### src/rtl/axi_st_h2h_pkg.sv
// Shared definitions for the AXIST simplex test sequencer.
//   seq_state_e   : sequencer FSM state encoding (also exported on seq_state)
//   CHK_*         : checker_status verdict codes from the pattern checker
//   norm_pat_cnt  : maps the illegal pattern count 0 to 1
package axi_st_h2h_pkg;

  typedef enum logic [2:0] {
    ST_IDLE    = 3'd0,
    ST_LAUNCH  = 3'd1,
    ST_MASK    = 3'd2,
    ST_WAIT    = 3'd3,
    ST_GAP     = 3'd4,
    ST_FINISH  = 3'd5,
    ST_CONT    = 3'd6,
    ST_GAP_END = 3'd7
  } seq_state_e;

  localparam logic [1:0] CHK_BUSY = 2'b00;
  localparam logic [1:0] CHK_PASS = 2'b11;
  localparam logic [1:0] CHK_FAIL = 2'b10;

  localparam int PAT_CNT_W = 9;

  // A zero-beat run is meaningless to the generator, so it becomes one beat.
  function automatic logic [PAT_CNT_W-1:0] norm_pat_cnt(input logic [PAT_CNT_W-1:0] cnt);
    return (cnt == '0) ? PAT_CNT_W'(1) : cnt;
  endfunction

endpackage

### src/rtl/axi_st_h2h_sat_cnt.sv
// Saturating up-counter used for the pass and fail statistics.
//   clk, rst_n : clock, asynchronous active-low reset
//   clr_i      : synchronous clear (wins over inc_i)
//   inc_i      : add one unless already at all-ones
//   cnt_o      : registered count
module axi_st_h2h_sat_cnt #(
  parameter int W = 8
) (
  input  logic         clk,
  input  logic         rst_n,
  input  logic         clr_i,
  input  logic         inc_i,
  output logic [W-1:0] cnt_o
);

  logic [W-1:0] cnt_q;
  logic [W-1:0] cnt_d;

  always_comb begin
    cnt_d = cnt_q;
    if (clr_i) begin
      cnt_d = '0;
    end else if (inc_i && (cnt_q != '1)) begin
      cnt_d = cnt_q + W'(1);
    end
  end

  always_ff @(posedge clk or negedge rst_n) begin
    if (!rst_n) begin
      cnt_q <= '0;
    end else begin
      cnt_q <= cnt_d;
    end
  end

  assign cnt_o = cnt_q;

endmodule

### src/rtl/axi_st_h2h_test_seq.sv
// Run sequencer for the AXIST simplex pattern generator/checker pair.
// Programs the pattern count, fires the generator/checker start pulses,
// masks the checker's clear window, waits for a verdict or timeout and
// repeats for the programmed number of runs, keeping pass/fail statistics.
//
// Ports:
//   rdclk, rst_n     : receive-domain clock, asynchronous active-low reset
//   start            : one-cycle start request, accepted only when idle
//   abort            : level, returns the sequencer to idle (ends CONT mode)
//   cfg_pat_cnt      : beats per run (0 treated as 1)
//   cfg_num_runs     : runs per test (0 = until abort)
//   cfg_timeout      : per-run cycle limit (0 = disabled)
//   cfg_cntus        : continuous-pattern mode select
//   checker_status   : checker verdict (00 busy, 11 pass, 10 fail)
//   chkr_fifo_full   : checker reference FIFO full, holds off a launch
//   patgen_cnt       : pattern count to generator and checker
//   patgen_en        : one-cycle generator start pulse
//   patchkr_en       : one-cycle checker start pulse (same cycle as patgen_en)
//   cntuspatt_en     : continuous-pattern enable level
//   busy             : high whenever not idle
//   test_done        : one-cycle pulse on normal completion
//   pass_cnt         : saturating count of passed runs
//   fail_cnt         : saturating count of failed and timed-out runs
//   timeout_err      : sticky timeout flag, cleared on accepted start
//   seq_state        : current FSM state, for debug
//
// Handshake: start is a single-cycle request with no acknowledge; it is
// taken only in IDLE and silently dropped otherwise. patgen_en/patchkr_en
// are fire-and-forget pulses; checker_status is a level that is trusted
// only in WAIT and on the final GAP_END cycle.
module axi_st_h2h_test_seq
  import axi_st_h2h_pkg::*;
#(
  parameter int RUN_CNT_W = 8,
  parameter int TO_W      = 16,
  parameter int CLR_WAIT  = 4,
  parameter int GAP_CYC   = 8
) (
  input  logic                 rdclk,
  input  logic                 rst_n,
  input  logic                 start,
  input  logic                 abort,
  input  logic [8:0]           cfg_pat_cnt,
  input  logic [RUN_CNT_W-1:0] cfg_num_runs,
  input  logic [TO_W-1:0]      cfg_timeout,
  input  logic                 cfg_cntus,
  input  logic [1:0]           checker_status,
  input  logic                 chkr_fifo_full,
  output logic [8:0]           patgen_cnt,
  output logic                 patgen_en,
  output logic                 patchkr_en,
  output logic                 cntuspatt_en,
  output logic                 busy,
  output logic                 test_done,
  output logic [RUN_CNT_W-1:0] pass_cnt,
  output logic [RUN_CNT_W-1:0] fail_cnt,
  output logic                 timeout_err,
  output logic [2:0]           seq_state
);

  localparam int MW = (CLR_WAIT < 1) ? 1 : $clog2(CLR_WAIT + 1);
  localparam int GW = (GAP_CYC < 2) ? 1 : $clog2(GAP_CYC + 1);

  seq_state_e           state_q;
  logic [RUN_CNT_W-1:0] num_runs_q;
  logic [TO_W-1:0]      timeout_q;
  logic [8:0]           patgen_cnt_q;
  logic                 pulse_q;
  logic                 cntus_q;
  logic                 test_done_q;
  logic                 timeout_err_q;
  logic [MW-1:0]        mask_cnt_q;
  logic [TO_W-1:0]      to_cnt_q;
  logic [GW-1:0]        gap_cnt_q;
  logic [RUN_CNT_W-1:0] runs_done_q;

  logic                 start_acc;
  logic                 verdict_pass;
  logic                 verdict_fail;
  logic                 wait_live;
  logic                 gap_end_last;
  logic [TO_W-1:0]      to_inc;
  logic                 to_hit;
  logic                 gap_last;
  logic [RUN_CNT_W-1:0] runs_inc;
  logic                 run_last;
  logic                 pass_inc;
  logic                 fail_inc;

  assign start_acc    = (state_q == ST_IDLE) && start;
  assign verdict_pass = (checker_status == CHK_PASS);
  assign verdict_fail = (checker_status == CHK_FAIL);
  // Abort takes priority over a verdict arriving in the same WAIT cycle.
  assign wait_live    = (state_q == ST_WAIT) && !abort;

  // The timeout fires on the cycle the incremented count would equal the
  // limit, so a limit of N gives exactly N cycles in WAIT.
  assign to_inc   = to_cnt_q + TO_W'(1);
  assign to_hit   = (timeout_q != '0) && (to_inc == timeout_q);

  assign gap_last     = (gap_cnt_q == GW'(GAP_CYC - 1));
  assign gap_end_last = (state_q == ST_GAP_END) && gap_last;
  assign runs_inc     = runs_done_q + RUN_CNT_W'(1);
  assign run_last     = (num_runs_q != '0) && (runs_inc == num_runs_q);

  assign pass_inc = (wait_live && verdict_pass) || (gap_end_last && verdict_pass);
  assign fail_inc = (wait_live && (verdict_fail || (!verdict_pass && to_hit))) ||
                    (gap_end_last && verdict_fail);

  axi_st_h2h_sat_cnt #(.W(RUN_CNT_W)) u_pass_cnt (
    .clk   (rdclk),
    .rst_n (rst_n),
    .clr_i (start_acc),
    .inc_i (pass_inc),
    .cnt_o (pass_cnt)
  );

  axi_st_h2h_sat_cnt #(.W(RUN_CNT_W)) u_fail_cnt (
    .clk   (rdclk),
    .rst_n (rst_n),
    .clr_i (start_acc),
    .inc_i (fail_inc),
    .cnt_o (fail_cnt)
  );

  always_ff @(posedge rdclk or negedge rst_n) begin
    if (!rst_n) begin
      state_q       <= ST_IDLE;
      num_runs_q    <= '0;
      timeout_q     <= '0;
      patgen_cnt_q  <= '0;
      pulse_q       <= 1'b0;
      cntus_q       <= 1'b0;
      test_done_q   <= 1'b0;
      timeout_err_q <= 1'b0;
      mask_cnt_q    <= '0;
      to_cnt_q      <= '0;
      gap_cnt_q     <= '0;
      runs_done_q   <= '0;
    end else begin
      pulse_q     <= 1'b0;
      test_done_q <= 1'b0;
      case (state_q)
        ST_IDLE: begin
          if (start) begin
            num_runs_q    <= cfg_num_runs;
            timeout_q     <= cfg_timeout;
            patgen_cnt_q  <= norm_pat_cnt(cfg_pat_cnt);
            timeout_err_q <= 1'b0;
            runs_done_q   <= '0;
            if (cfg_cntus) begin
              cntus_q <= 1'b1;
              state_q <= ST_CONT;
            end else begin
              state_q <= ST_LAUNCH;
            end
          end
        end

        ST_LAUNCH: begin
          if (abort) begin
            state_q <= ST_IDLE;
          end else if (!chkr_fifo_full) begin
            pulse_q    <= 1'b1;
            mask_cnt_q <= MW'(CLR_WAIT);
            state_q    <= ST_MASK;
          end
        end

        // MASK lasts CLR_WAIT cycles, starting with the pulse cycle.
        ST_MASK: begin
          if (abort) begin
            state_q <= ST_IDLE;
          end else if (mask_cnt_q <= MW'(1)) begin
            to_cnt_q <= '0;
            state_q  <= ST_WAIT;
          end else begin
            mask_cnt_q <= mask_cnt_q - MW'(1);
          end
        end

        ST_WAIT: begin
          if (abort) begin
            state_q <= ST_IDLE;
          end else if (verdict_pass || verdict_fail) begin
            gap_cnt_q <= '0;
            state_q   <= ST_GAP;
          end else if (to_hit) begin
            timeout_err_q <= 1'b1;
            gap_cnt_q     <= '0;
            state_q       <= ST_GAP;
          end else begin
            to_cnt_q <= to_inc;
          end
        end

        ST_GAP: begin
          if (abort) begin
            state_q <= ST_IDLE;
          end else if (gap_last) begin
            // runs_done wraps freely when the run count is unlimited.
            runs_done_q <= runs_inc;
            if (run_last) begin
              test_done_q <= 1'b1;
              state_q     <= ST_FINISH;
            end else begin
              state_q <= ST_LAUNCH;
            end
          end else begin
            gap_cnt_q <= gap_cnt_q + GW'(1);
          end
        end

        ST_FINISH: begin
          state_q <= ST_IDLE;
        end

        ST_CONT: begin
          if (abort) begin
            cntus_q   <= 1'b0;
            gap_cnt_q <= '0;
            state_q   <= ST_GAP_END;
          end
        end

        // Drain time before the single verdict sample in continuous mode.
        ST_GAP_END: begin
          if (gap_last) begin
            test_done_q <= 1'b1;
            state_q     <= ST_FINISH;
          end else begin
            gap_cnt_q <= gap_cnt_q + GW'(1);
          end
        end

        default: state_q <= ST_IDLE;
      endcase
    end
  end

  assign patgen_cnt   = patgen_cnt_q;
  assign patgen_en    = pulse_q;
  assign patchkr_en   = pulse_q;
  assign cntuspatt_en = cntus_q;
  assign busy         = (state_q != ST_IDLE);
  assign test_done    = test_done_q;
  assign timeout_err  = timeout_err_q;
  assign seq_state    = state_q;

endmodule
### config.mk
export PLATFORM = sky130hd
export DESIGN_NAME = axi_st_h2h_test_seq
export DESIGN_NICKNAME = d
export VERILOG_FILES = /design/src/rtl/axi_st_h2h_pkg.sv /design/src/rtl/axi_st_h2h_sat_cnt.sv /design/src/rtl/axi_st_h2h_test_seq.sv
export SDC_FILE = /design/constraint.sdc
export NUM_CORES = 1
export LEC_CHECK = 0
export BUFFER_PORTS_ARGS = -buffer_cell sky130_fd_sc_hd__buf_2
export CAP_MARGIN = 0
export CELL_PAD_IN_SITES_DETAIL_PLACEMENT = 0
export CELL_PAD_IN_SITES_GLOBAL_PLACEMENT = 2
export CORE_AREA = 3 3 166 87
export CTS_CLUSTER_DIAMETER = 50
export CTS_CLUSTER_SIZE = 20
export DETAILED_ROUTE_END_ITERATION = 12
export DIE_AREA = 0 0 169 90
export PLACE_DENSITY_LB_ADDON = 0.25
export SLEW_MARGIN = 0
export SYNTH_ARGS = -nofsm -noshare
export SYNTH_HDL_FRONTEND = slang
export SYNTH_SLANG_ARGS = --single-unit
### constraint.sdc
create_clock -name rdclk -period 4.65 [get_ports rdclk]
set_input_delay 0 -clock rdclk [delete_from_list [all_inputs] [get_ports rdclk]]
set_output_delay 0 -clock rdclk [all_outputs]
set_load 0.005 [all_outputs]
# Word-level counts from Yosys, hierarchy flattened
# Cells that the tools add are included.
# totals
out_inout_bits	34
wordCells	153
reg_bits	87
inputBits	41
# classes
n_eq_ne	34
addsub	6
order_cmp	1
n_reduce_logical	39
muxes	59
# ops
cell	count
$mux 16	5
$mux 8	7
$mux 3	18
$pmux 16 s2	1
$ne 2x2->1 const B	15
$add 8x1->8 const B	3
$mux 4	6
$pmux 3 s8	1
$add 16x1->16 const B	1
$eq 16x16->1	1
$ne 8x8->1 const B	2
$pmux 4 s4	1
$pmux 8 s2	1
$reduce_bool 16->1	1
$reduce_and 5->1	3
$mux 1	14
$reduce_bool 2->1	7
$eq 3x3->1 const B	4
$logic_and 1x1->1	12
$logic_not 9->1	1
$mux 9	1
$ne 3x3->1 const B	3
$eq 8x8->1	1
$reduce_and 4->1	2
other kinds (20)	28

# Longest topological paths before layout
# Gate-level depths: netlist of the first run.
# depth
word_depth	10
ltp_mapped	10
depth_no_buf	9

# By module
# From an unflattened synthesis of the first run, not the netlist that was laid out.
# hier_totals
cells_unflattened	528
hier_area_um2	5032.3
# by_module_without_submodules
mod	area_per_inst_um2	seq_area_each_um2	instances	cells_per_inst
axi_st_h2h_test_seq	4103.9	1776.7	1	430
axi_st_h2h_sat_cnt	464.2	200.2	2	49

# Worst setup path after synthesis of the first run
# No wires, ideal clock.
# synth_path
path_type	reg-to-reg
from	register to_cnt_q[0]
to	register u_fail_cnt.cnt_q[5], in the netlist u_fail_cnt.cnt_o[5]
slack_ns	1.931
path_stages_with_launch	11
t_required_ns	4.572
path_buffers	1
t_arrival_ns	2.641
period_less_slack_ns	2.719
setup_ns	0.078
cell_sequence	dfrtp_1 ha_1 nand3_1 nor4_1 xnor2_1 o2111a_1 and4_4 a21oi_2 buf_2 or3_1 a21oi_1
# synth_via
elab_chain_cells	9
# synth_rtl
item	line	rtl
from (decl)	axi_st_h2h_test_seq.sv:73	logic [TO_W-1:0] to_cnt_q;
from (signal assigned)	axi_st_h2h_test_seq.sv:193	to_cnt_q <= to_inc;
$add 16x1->16	axi_st_h2h_test_seq.sv:98	assign to_inc = to_cnt_q + TO_W'(1);
$eq 16x16->1	axi_st_h2h_test_seq.sv:99	assign to_hit = (timeout_q != '0) && (to_inc == timeout_q);
$logic_and 1x1->1	axi_st_h2h_test_seq.sv:99	
$logic_and 1x1->1	axi_st_h2h_test_seq.sv:107	assign fail_inc = (wait_live && (verdict_fail || (!verdict_pass && to_hit))) ||
$logic_or 1x1->1	axi_st_h2h_test_seq.sv:107	
$logic_and 1x1->1	axi_st_h2h_test_seq.sv:107	
$logic_or 1x1->1	axi_st_h2h_test_seq.sv:107	
$logic_and 1x1->1	axi_st_h2h_sat_cnt.sv:23	end else if (inc_i && (cnt_q != '1)) begin
$reduce_bool 2->1 (no source line)	n/a	
to (signal assigned)	axi_st_h2h_sat_cnt.sv:32	cnt_q <= cnt_d;
to (decl)	axi_st_h2h_sat_cnt.sv:16	logic [W-1:0] cnt_q;
# Every way passes these cells.
# A chain may end at the register's enable or synchronous reset.

# Worst setup path after layout of the first run
# layout_path
from	register to_cnt_q[0]
to	register to_cnt_q[14]
# layout_via
elab_chain_cells	5
elab_cells_between_ends	9
cone_classes	add/sub (1); eq/ne (2); mux (4); reduce/logical (2)
# layout_rtl
item	line
$add 16x1->16 (*)	axi_st_h2h_test_seq.sv:98
$eq 16x16->1 / $mux 16 (equally long branches)	axi_st_h2h_test_seq.sv:99, axi_st_h2h_test_seq.sv:188
$logic_and 1x1->1 / $mux 16 (equally long branches)	axi_st_h2h_test_seq.sv:99, axi_st_h2h_test_seq.sv:185
$ne 2x2->1 (no source line) / $mux 16 (equally long branches)	n/a
$reduce_and 6->1 (no source line) / $pmux 16 s2 (equally long branches)	n/a
# Mark *: on every way between the ends. The rest lies on a longest branch, timed or not. The select of a mux whose other input is x is not followed.

==> results.cfg, run 1 <==
[power_and_ir_drop]
power.density_mw_per_mm2 = 480.9
p_int_mw = 1.757
p_leak_nw = 2.798
p_clk_frac = 0.250
comb_power_share = 0.335
finalPower_mw = 2.872
vdd_drop_max_mv = 0.2067
p_sw_frac = 0.3883
power_frac_seq = 0.415
p_sw_mw = 1.115

[grt]
grt_usage = 0.1734
gr-total-overflow = 0
grt_pass1_wl_mm = 21.41
grt_pass1_vias = 4169
antenna_found_initial = 0
grt_max_degree = 57

[route]
post_drt_wl_per_cell_um = 15.29
final_antenna_net_count = 0
via_per_inst = 5.091
drc = 0
drt_iter0_drc = 260
first_pass_iters = 5
route.vias.total = 4246
wirelength_mm = 12.75

[synth]
synth_cells = 559
synth_cell_type_count = 54
yosysSeqAreaShare = 0.4505
ys_warn_count = 0
ys_seq_elements = 87
synth_area_mm2 = 0.004832
syn_nets = 607
synth_edf_count = 0
async_flop_share = 1.000
synthFlopType = dfrtp_1
syn_avg_cell_area_um2 = 8.644

[cts]
clock_latency_ns = 0.34
cts.path.max_buffers = 2
cts_resized = 0
htreeDepth = 3
clockRootBuffer = clkbuf_16
clk_pin_slew_ns = 0.07
cts_tree = built
cts_buffers = 9
cts_sinks = 87

[cells_and_area]
fillers = 1249
final_nets = 707
drive_gt1_frac = 0.1581
areaGrowthSynthToFinish_pct = 23.59
diodes = 0

[setup_path]
worstSetupEndpointType = register
worst-setup-path-type = reg2reg
r2r-end = to_cnt_q[14]
critPathMaxFanout = 18
crit_arrival_ns = 3.70
r2r_start = to_cnt_q[0]
crit_path_start_kind = register
rr_worst_depth = 9
crit_required_ns = 4.90
rrSetupSlack_ns = 1.20

[die]
dieHeight_um = 90
die-width_um = 169
io_pins = 75
rows = 29
coreArea_mm2 = 0.01281
dieArea_mm2 = 0.01521
start_util = 0.3773

[run_status]
outcome = complete, no violations

[sta]
period_share = 0.7422
worst_pin_slew_ns = 0.7553
report.final.slew_viol_count = 0
setup_slack_ns = 1.199
tns_ns = 0
clock_skew_ns = 0.007385
rsz0062_at_grt = no
hold_violations = 0
min_period_ns = 3.451
final-setup-viol-count = 0
fmax_mhz = 289.8
max-slew-margin-rel = 0.4952

[hold_path]
hp-start = chkr_fifo_full
min-delay-path-class = in2reg
holdPathStages = 3
worstHoldEndpoint = patchkr_en

[placement]
hpwl_mm = 8.905
routabilityCongestion = 0.8327
port_buffers = 74
post-place-ws_ns = 1.190

[job]
drv_cap = 0
==> through the flow <==
stage	instance area [µm²]	utilization	instances	hold slack, ns
after CTS	5972	0.4663	834	0.004007
after floorplan	4832	-	559	-0.2956
after detailed placement	5333	0.4163	783	-0.02821
after global placement	5333	0.4163	783	-0.02648
final	5972	0.4663	834	0.01548
after global routing	5972	0.4663	834	0.02153
==> cells in the final DEF (no fill, tap or decap), types with 3 or more instances in the layout <==
cell           netlist  final
a31oi_1              4      4
nor2_1              43     43
inv_6                0      3
dlygate4sd3_1        0     35
nor3_1              11     11
nand2_1            144    144
o41ai_1              3      3
o31ai_1             11     11
ha_1                 7      7
inv_1               10     10
or4_1                3      3
nor2b_1              6      6
nand3_1             22     22
and3_1               7      7
or3_1                3      3
and2_1               3      3
buf_2                4     73
buf_4                3      5
nor4_1              10     10
nand4_1              6      6
a21oi_1             19     19
xnor2_1             31     31
dfrtp_1             87     87
mux2i_1              7      7
o21ai_0             42     42
nand2b_1             3      3
xor2_1              17     17
clkbuf_16            0      9
==> how the worst max path moves through the flow <==
stage / startpoint / end / slack, ns / cells after the start
5_1_grt: to_cnt_q[0] / to_cnt_q[4] / 0.65 / 9
2_1_floorplan: to_cnt_q[0] / u_fail_cnt.cnt_o[5] / 1.93 / 10
3_5_place_dp: to_cnt_q[0] / to_cnt_q[12] / 1.19 / 9
6_report: to_cnt_q[0] / to_cnt_q[14] / 1.20 / 9
4_1_cts: to_cnt_q[0] / to_cnt_q[14] / 1.15 / 9
3_3_place_gp: to_cnt_q[0] / to_cnt_q[7] / 1.25 / 9
==> synth_stat cells (2+ instances only) <==
master    instances  area (µm²)
nand2_1         144       540.5
dfrtp_1          87        2177
nor2_1           43       161.4
o21ai_0          42       210.2
xnor2_1          31       271.5
nand3_1          22       110.1
a21oi_1          19       95.09
xor2_1           17       148.9
clkbuf_1         15       56.30
nor3_1           11       55.05
o31ai_1          11       82.58
inv_1            10       37.54
nor4_1           10       62.56
and3_1            7       43.79
ha_1              7       87.58
mux2i_1           7       70.07
nand4_1           6       37.54
nor2b_1           6       37.54
a31oi_1           4       25.02
buf_2             4       20.02
and2_1            3       18.77
buf_4             3       22.52
nand2b_1          3       18.77
o41ai_1           3       26.28
or3_1             3       18.77
or4_1             3       22.52
a21oi_2           2       17.52
a32o_1            2       20.02
and4_1            2       17.52
nand3b_1          2       15.01
nand4_2           2       25.02
nor4_2            2       25.02
nor4_4            2       42.54
o211a_1           2       20.02
o21ai_1           2       10.01
o221ai_1          2       17.52
==> critical path: stages (launching register included) <==
cell and delay, ns:
dfrtp_1 0.46, ha_1 0.29, nand3_1 0.37, nor4_1 0.51, xnor2_1 0.17, o2111a_1 0.23, nand4_1 0.30, a21oi_2 0.71
o21ai_0 0.20, o31ai_1 0.10
==> state kept, by name, indices dropped and copies added, names as in the netlist <==
name and cells:
gap_cnt_q 4, to_cnt_q 16, patgen_cnt 9, timeout_err 1, num_runs_q 8, u_pass_cnt.cnt_o 8
timeout_q 16, runs_done_q 8, cntuspatt_en 1, u_fail_cnt.cnt_o 8, test_done 1, mask_cnt_q 3
patchkr_en 1, seq_state 3
==> power groups by stage <==
stage	logic [mW]	registers, mW	clock network (mW)
2_1_floorplan	0.721	1.11	0
3_3_place_gp	0.947	1.21	0
5_1_grt	1.11	1.23	0.768
4_1_cts	0.977	1.19	0.739
6_report	0.963	1.19	0.717
3_5_place_dp	0.952	1.20	0
==> cell families (layout without fill, tap and decap cells) <==
| logic type | Yosys count | after routing | synth area share |
|---|---|---|---|
| xor+xnor | 48 | 48 | 0.08700 |
| fa+ha+maj | 7 | 7 | 0.01812 |
| mux | 7 | 7 | 0.01450 |
| simple gates | 276 | 276 | 0.2703 |
| compound gates | 100 | 100 | 0.1279 |
| flops | 87 | 87 | 0.4505 |
| buf+inv | 34 | 139 | 0.03159 |
==> timing repair <==
action	in CTS	in global routing
hold endpoints to repair	65	0
hold buffers	35	0
endpoints found under the setup margin	0	0
setup buffers	0	0
==> layout make-up <==
type / instances / area [µm²] / area share
clock buffer: 10 / 239.0 / 0.04002
tap: 170 / 212.7 / 0.03562
inverter: 10 / 37.54 / 0.006285
clock inverter: 6 / 50.05 / 0.008380
sequential: 87 / 2177 / 0.3646
timing repair buffer: 113 / 753.2 / 0.1261
multi-input combinational: 438 / 2502 / 0.4190
==> metal layers <==
metal | vias to the layer above | global-route usage | routed length, µm
met1 | 2003 | 0.2571 | 6618
met2 | 95 | 0.2550 | 5369
li1 | 2140 | - | -
met3 | 8 | 0.05083 | 695
met4 | 0 | 0.02633 | 66
met5 | - | 0 | 0
(Power assumes the default switching activity.)
==> inputs of run 2 (changes only) <==
--- a/config.mk
+++ b/config.mk
@@ -9,11 +9,11 @@
 export CAP_MARGIN = 0
 export CELL_PAD_IN_SITES_DETAIL_PLACEMENT = 0
 export CELL_PAD_IN_SITES_GLOBAL_PLACEMENT = 2
-export CORE_AREA = 3 3 166 87
+export CORE_AREA = 3 3 181 95
 export CTS_CLUSTER_DIAMETER = 50
 export CTS_CLUSTER_SIZE = 20
 export DETAILED_ROUTE_END_ITERATION = 12
-export DIE_AREA = 0 0 169 90
+export DIE_AREA = 0 0 184 98
 export PLACE_DENSITY_LB_ADDON = 0.25
 export SLEW_MARGIN = 0
 export SYNTH_ARGS = -nofsm -noshare
==> constraint.sdc (replaced) <==
create_clock -name rdclk -period 3.1 [get_ports rdclk]
set_input_delay 0 -clock rdclk [delete_from_list [all_inputs] [get_ports rdclk]]
set_output_delay 0 -clock rdclk [all_outputs]
set_load 0.005 [all_outputs]
==> run 2 against run 1 <==
  * Worst hold slack improved by 0.0086 ns
  * Core utilization fell by 6.6 points
  * Largest power group unchanged
  * Critical path depth rose by 1
  * Clock power rose by 72%
  * Via count rose by 2.3%
  * Wire length rose by 5.1%
  * Clock-buffer cell count did not move
  * Highest routed layer unchanged
==> results.cfg, run 2 (synthesis results as in run 1) <==
[run_status]
outcome = complete, no violations

[sta]
clock_skew_ns = 0.01600
worst_pin_slew_ns = 0.6630
final-setup-viol-count = 0
max-slew-margin-rel = 0.5580
period_share = 0.9511
fmax_mhz = 339.2
report.final.slew_viol_count = 0
min_period_ns = 2.948
setup_slack_ns = 0.1517
hold_violations = 0

[setup_path]
critPathMaxFanout = 11
crit_arrival_ns = 3.21
r2r_start = to_cnt_q[1]
worst-setup-path-type = reg2reg
rr_worst_depth = 10
setup.worst_path.end = u_fail_cnt.cnt_o[4]
worstSetupEndpointType = register
r2r-end = u_fail_cnt.cnt_o[4]
crit_required_ns = 3.36
rrSetupSlack_ns = 0.15
startpoint = to_cnt_q[1]
crit_path_start_kind = register

[cells_and_area]
final_common_cell = nand2_1
regArea_mm2 = 0.002178
drive_gt1_frac = 0.1814
areaGrowthSynthToFinish_pct = 27.94
diodes = 0
final_nets = 721
fillers = 1561
multiInputGateArea_mm2 = 0.002517
final_cell_mix = 144 x nand2_1, 86 x dfrtp_1, 73 x buf_2, 43 x nor2_1, 42 x o21ai_0

[cts]
htreeDepth = 3
post_cts_buffers = 0
cts.path.max_buffers = 2
clock_latency_ns = 0.35
clockRootBuffer = clkbuf_16
cts_tree = built
cts_buffers = 9
cts_sinks = 87
clk_pin_slew_ns = 0.07

[placement]
hpwl_mm = 9.512
port_buffers = 74
routabilityCongestion = 0.8510
post-place-ws_ns = 0.1120

[route]
drc = 0
first_pass_iters = 5
post_drt_wl_per_cell_um = 15.20
final_antenna_net_count = 0
wl_met1_mm = 6.941
wl_met3_um = 627
maxUsedRoutingLayer = met4
dr_wl_met2_mm = 5.677
via_per_inst = 4.925
wirelength_mm = 13.41
route.vias.total = 4344
drt_iter0_drc = 238

[power_and_ir_drop]
p_leak_nw = 2.880
vdd_drop_max_mv = 0.2706
power.density_mw_per_mm2 = 736.8
finalPower_mw = 4.555

[grt]
gr-total-overflow = 0
grt_pass1_wl_mm = 22.36
grt_usage = 0.1545
grt_pass1_vias = 4315
antenna_found_initial = 0
grt_max_degree = 52

[die]
die-width_um = 184
dieArea_mm2 = 0.01803
coreArea_mm2 = 0.01545
rows = 32
start_util = 0.3127
dieHeight_um = 98
io_pins = 75

[hold_path]
holdPathStages = 3
min-delay-path-class = in2reg

[job]
drv_cap = 0
[run 2: metrics by stage]
stage          TNS [ns]  hold WS [ns]  instance area (µm²)  instances  utilization
2_1_floorplan         0       -0.2956                 4832        559            -
3_3_place_gp          0       0.09684                 5480        831       0.3546
3_5_place_dp          0       0.08954                 5480        831       0.3546
4_1_cts               0       0.01160                 6166        882       0.3990
5_1_grt        -0.01573       0.05471                 6182        882       0.4000
6_report              0       0.02411                 6182        882       0.4000
[run 2: final cells by class]
class,instances,area share
multi-input combinational,438,0.4072
sequential,87,0.3524
timing repair buffer,127,0.1388
tap,204,0.04129
clock buffer,10,0.03866
clock inverter,6,0.01558
inverter,10,0.006072
[run 2: worst min-delay path by stage]
stage	end	from
floorplan	cntuspatt_en	rst_n
CTS	cntuspatt_en	cfg_cntus
global placement	patgen_cnt[1]	rst_n
global route	seq_state[2]	cfg_cntus
detailed placement	patgen_cnt[1]	rst_n
finish	cntuspatt_en	cfg_cntus
[run 2: worst max-delay path, stage by stage (launching register included)]
cell and delay (ns):
dfrtp_1 0.43, ha_2 0.26, nand3_1 0.18, buf_4 0.21
nor4_4 0.23, xnor2_1 0.15, nor4_4 0.24, and4_4 0.30
a21oi_2 0.14, or4_1 0.54, a21oi_1 0.17
[run 2: where the power goes]
group	switching (mW)	total (mW)	internal, mW
Clock	0.494	1.23	0.740
Combinational	0.899	1.57	0.674
Sequential	0.322	1.75	1.43
[run 2: what timing repair did]
item | CTS | global route
resized for setup | 0 | 4
endpoints found under the setup margin | 0 | 1
endpoints found under the hold margin | 83 | 0
hold buffers | 35 | 0
[run 2: layer usage]
metal,track usage,vias to the layer above
met1,0.2266,2066
met5,0,-
met3,0.03647,13
li1,-,2157
met4,0.04121,0
met2,0.2286,108
==> inputs of run 3 (changes only) <==
--- a/config.mk
+++ b/config.mk
@@ -9,11 +9,11 @@
 export CAP_MARGIN = 0
 export CELL_PAD_IN_SITES_DETAIL_PLACEMENT = 0
 export CELL_PAD_IN_SITES_GLOBAL_PLACEMENT = 2
-export CORE_AREA = 3 3 181 95
+export CORE_AREA = 3 3 129 131
 export CTS_CLUSTER_DIAMETER = 50
 export CTS_CLUSTER_SIZE = 20
 export DETAILED_ROUTE_END_ITERATION = 12
-export DIE_AREA = 0 0 184 98
+export DIE_AREA = 0 0 132 134
 export PLACE_DENSITY_LB_ADDON = 0.25
 export SLEW_MARGIN = 0
 export SYNTH_ARGS = -nofsm -noshare
==> run 3 against run 2 <==
  * Worst hold slack better by 0.11 ns
  * Sequential cell count stayed put
  * Wire length is 2.2% lower
  * Combinational power hardly changed
  * First-iteration DRC count is 23% lower
  * Sequential power hardly changed
  * Power is 3.1% lower
  * Core utilization is 0.94 points lower
  * Clock power is 8% lower
  * Setup slack better by 0.11 ns
  * Sequential share of layout area is 0.26 points higher
  * Via count is 1.3% lower
==> results.cfg, run 3 (synthesis results as in run 1) <==
[run_status]
outcome = complete, no violations

[sta]
period_share = 0.9165
fmax_mhz = 352.0
worst_pin_slew_ns = 0.6056
min_period_ns = 2.841
tns_ns = 0
final-setup-viol-count = 0
clock_skew_ns = 0.005385
report.final.slew_viol_count = 0
max-slew-margin-rel = 0.5932
rsz0062_at_grt = no
hold_violations = 0

[placement]
hpwl_mm = 9.556
place_inst = 839
port_buffers = 74
routabilityCongestion = 0.8387

[cts]
cts_tree = built
cts_sinks = 87
clk_pin_slew_ns = 0.07
clock_latency_ns = 0.34
htreeDepth = 3
clockRootBuffer = clkbuf_16
cts.path.max_buffers = 2
cts_buffers = 9

[job]
drv_cap = 0

[cells_and_area]
final_common_cell = nand2_1
areaGrowthSynthToFinish_pct = 27.01
diodes = 0
final_nets = 718
drive_gt1_frac = 0.1733
multiInputGateArea_mm2 = 0.002505
final_cell_mix = 144 x nand2_1, 86 x dfrtp_1, 73 x buf_2, 43 x nor2_1, 42 x o21ai_0
finalNonFillerCells = 891
regArea_mm2 = 0.002178
fillers = 1624

[hold_path]
min-delay-path-class = in2reg

[setup_path]
crit_arrival_ns = 3.11
rrSetupSlack_ns = 0.26
crit_path_start_kind = register
worstSetupEndpointType = register
crit_required_ns = 3.37
critPathMaxFanout = 11
worst-setup-path-type = reg2reg

[die]
start_util = 0.3075
dieHeight_um = 134
coreArea_mm2 = 0.01571
io_pins = 75
die-width_um = 132
dieArea_mm2 = 0.01769
rows = 46

[route]
route.vias.total = 4288
post_drt_wl_per_cell_um = 14.72
first_pass_iters = 4
final_antenna_net_count = 0
drc = 0
wirelength_mm = 13.11
via_per_inst = 4.813
drt_iter0_drc = 183

[grt]
antenna_found_initial = 0
grt_max_degree = 44
grt_usage = 0.1539
gr-total-overflow = 0
grt_pass1_wl_mm = 22.44
grt_pass1_vias = 4376

[power_and_ir_drop]
vdd_drop_max_mv = 0.2654
power.density_mw_per_mm2 = 719.5
p_leak_nw = 2.857
-- run 3: cell types whose count changed in the layout (fill, tap and decap cells not counted) --
| cell | change |
|---|---|
| nor4_1 | +2 |
| buf_4 | -4 |
| dlygate4sd3_1 | +1 |
| clkinv_4 | +2 |
| clkinv_2 | +2 |
| nor4_2 | -2 |
| clkinvlp_4 | -1 |
| inv_6 | -2 |
| bufinv_16 | -1 |
-- run 3: power by group --
| part | total, mW | switching, mW | internal, mW |
|---|---|---|---|
| clock | 1.13 | 0.480 | 0.653 |
| sequential | 1.73 | 0.302 | 1.43 |
| combinational | 1.55 | 0.885 | 0.669 |
| total | 4.42 | 1.67 | 2.75 |
-- run 3: per-stage QoR --
| step | worst slack (ns) | utilization | cell area [µm²] | total power, mW | hold slack (ns) |
|---|---|---|---|---|---|
| 6_report | 0.2590 | 0.3906 | 6137 | 4.415 | 0.1311 |
| 5_1_grt | 0.03987 | 0.3906 | 6137 | 4.787 | 0.1750 |
| 4_1_cts | 0.1542 | 0.3903 | 6133 | 4.494 | 0.1168 |
| 2_1_floorplan | 0.3812 | - | 4832 | 2.751 | -0.2956 |
| 3_3_place_gp | 0.2619 | 0.3478 | 5465 | 3.285 | -0.01140 |
| 3_5_place_dp | 0.1590 | 0.3478 | 5465 | 3.289 | -0.008951 |
-- run 3: area by class of cell --
type | instances | share of cell area
Tap cell | 216 | 0.04404
Clock buffer | 10 | 0.03894
Clock inverter | 6 | 0.01121
Multi-Input combinational cell | 438 | 0.4082
Inverter | 10 | 0.006116
Timing Repair Buffer | 124 | 0.1366
Sequential cell | 87 | 0.3549
-- run 3: worst paths after layout --
check,start,to,depth (start not counted)
max,to_cnt_q[1],u_fail_cnt.cnt_o[4],10
min,abort,seq_state[1],3
max reg2reg,to_cnt_q[1],u_fail_cnt.cnt_o[4],10
min reg2reg,patgen_cnt[8],patgen_cnt[8],2
max in group asynchronous,rst_n,to_cnt_q[0],3
min in group asynchronous,rst_n,mask_cnt_q[1],2
-- run 3: what timing repair did --
item / in CTS / in global routing
buffers inserted: 0 / 0
hold buffers: 36 / 0
resized for setup: 0 / 2
endpoints found under the hold margin: 65 / 0
setup endpoints to repair: 0 / 1
-- run 3: layer usage --
layer  track usage  vias to the layer above  wire length [µm]
met3       0.02813                       15               538
met2        0.2454                       84              6035
met5             0                        -                 0
li1              -                     2151                 -
met1        0.2131                     2038              6342
met4       0.04842                        0               195
-- run 3: worst max-delay path, cell delays in order (launching register included) --
cell and delay [ns]:
dfrtp_1 0.43, ha_2 0.26, nand3_1 0.14, buf_4 0.21, nor4_4 0.24, xnor2_1 0.14
nor4_4 0.25, and4_4 0.30, a21oi_2 0.13, or4_1 0.52, a21oi_1 0.15
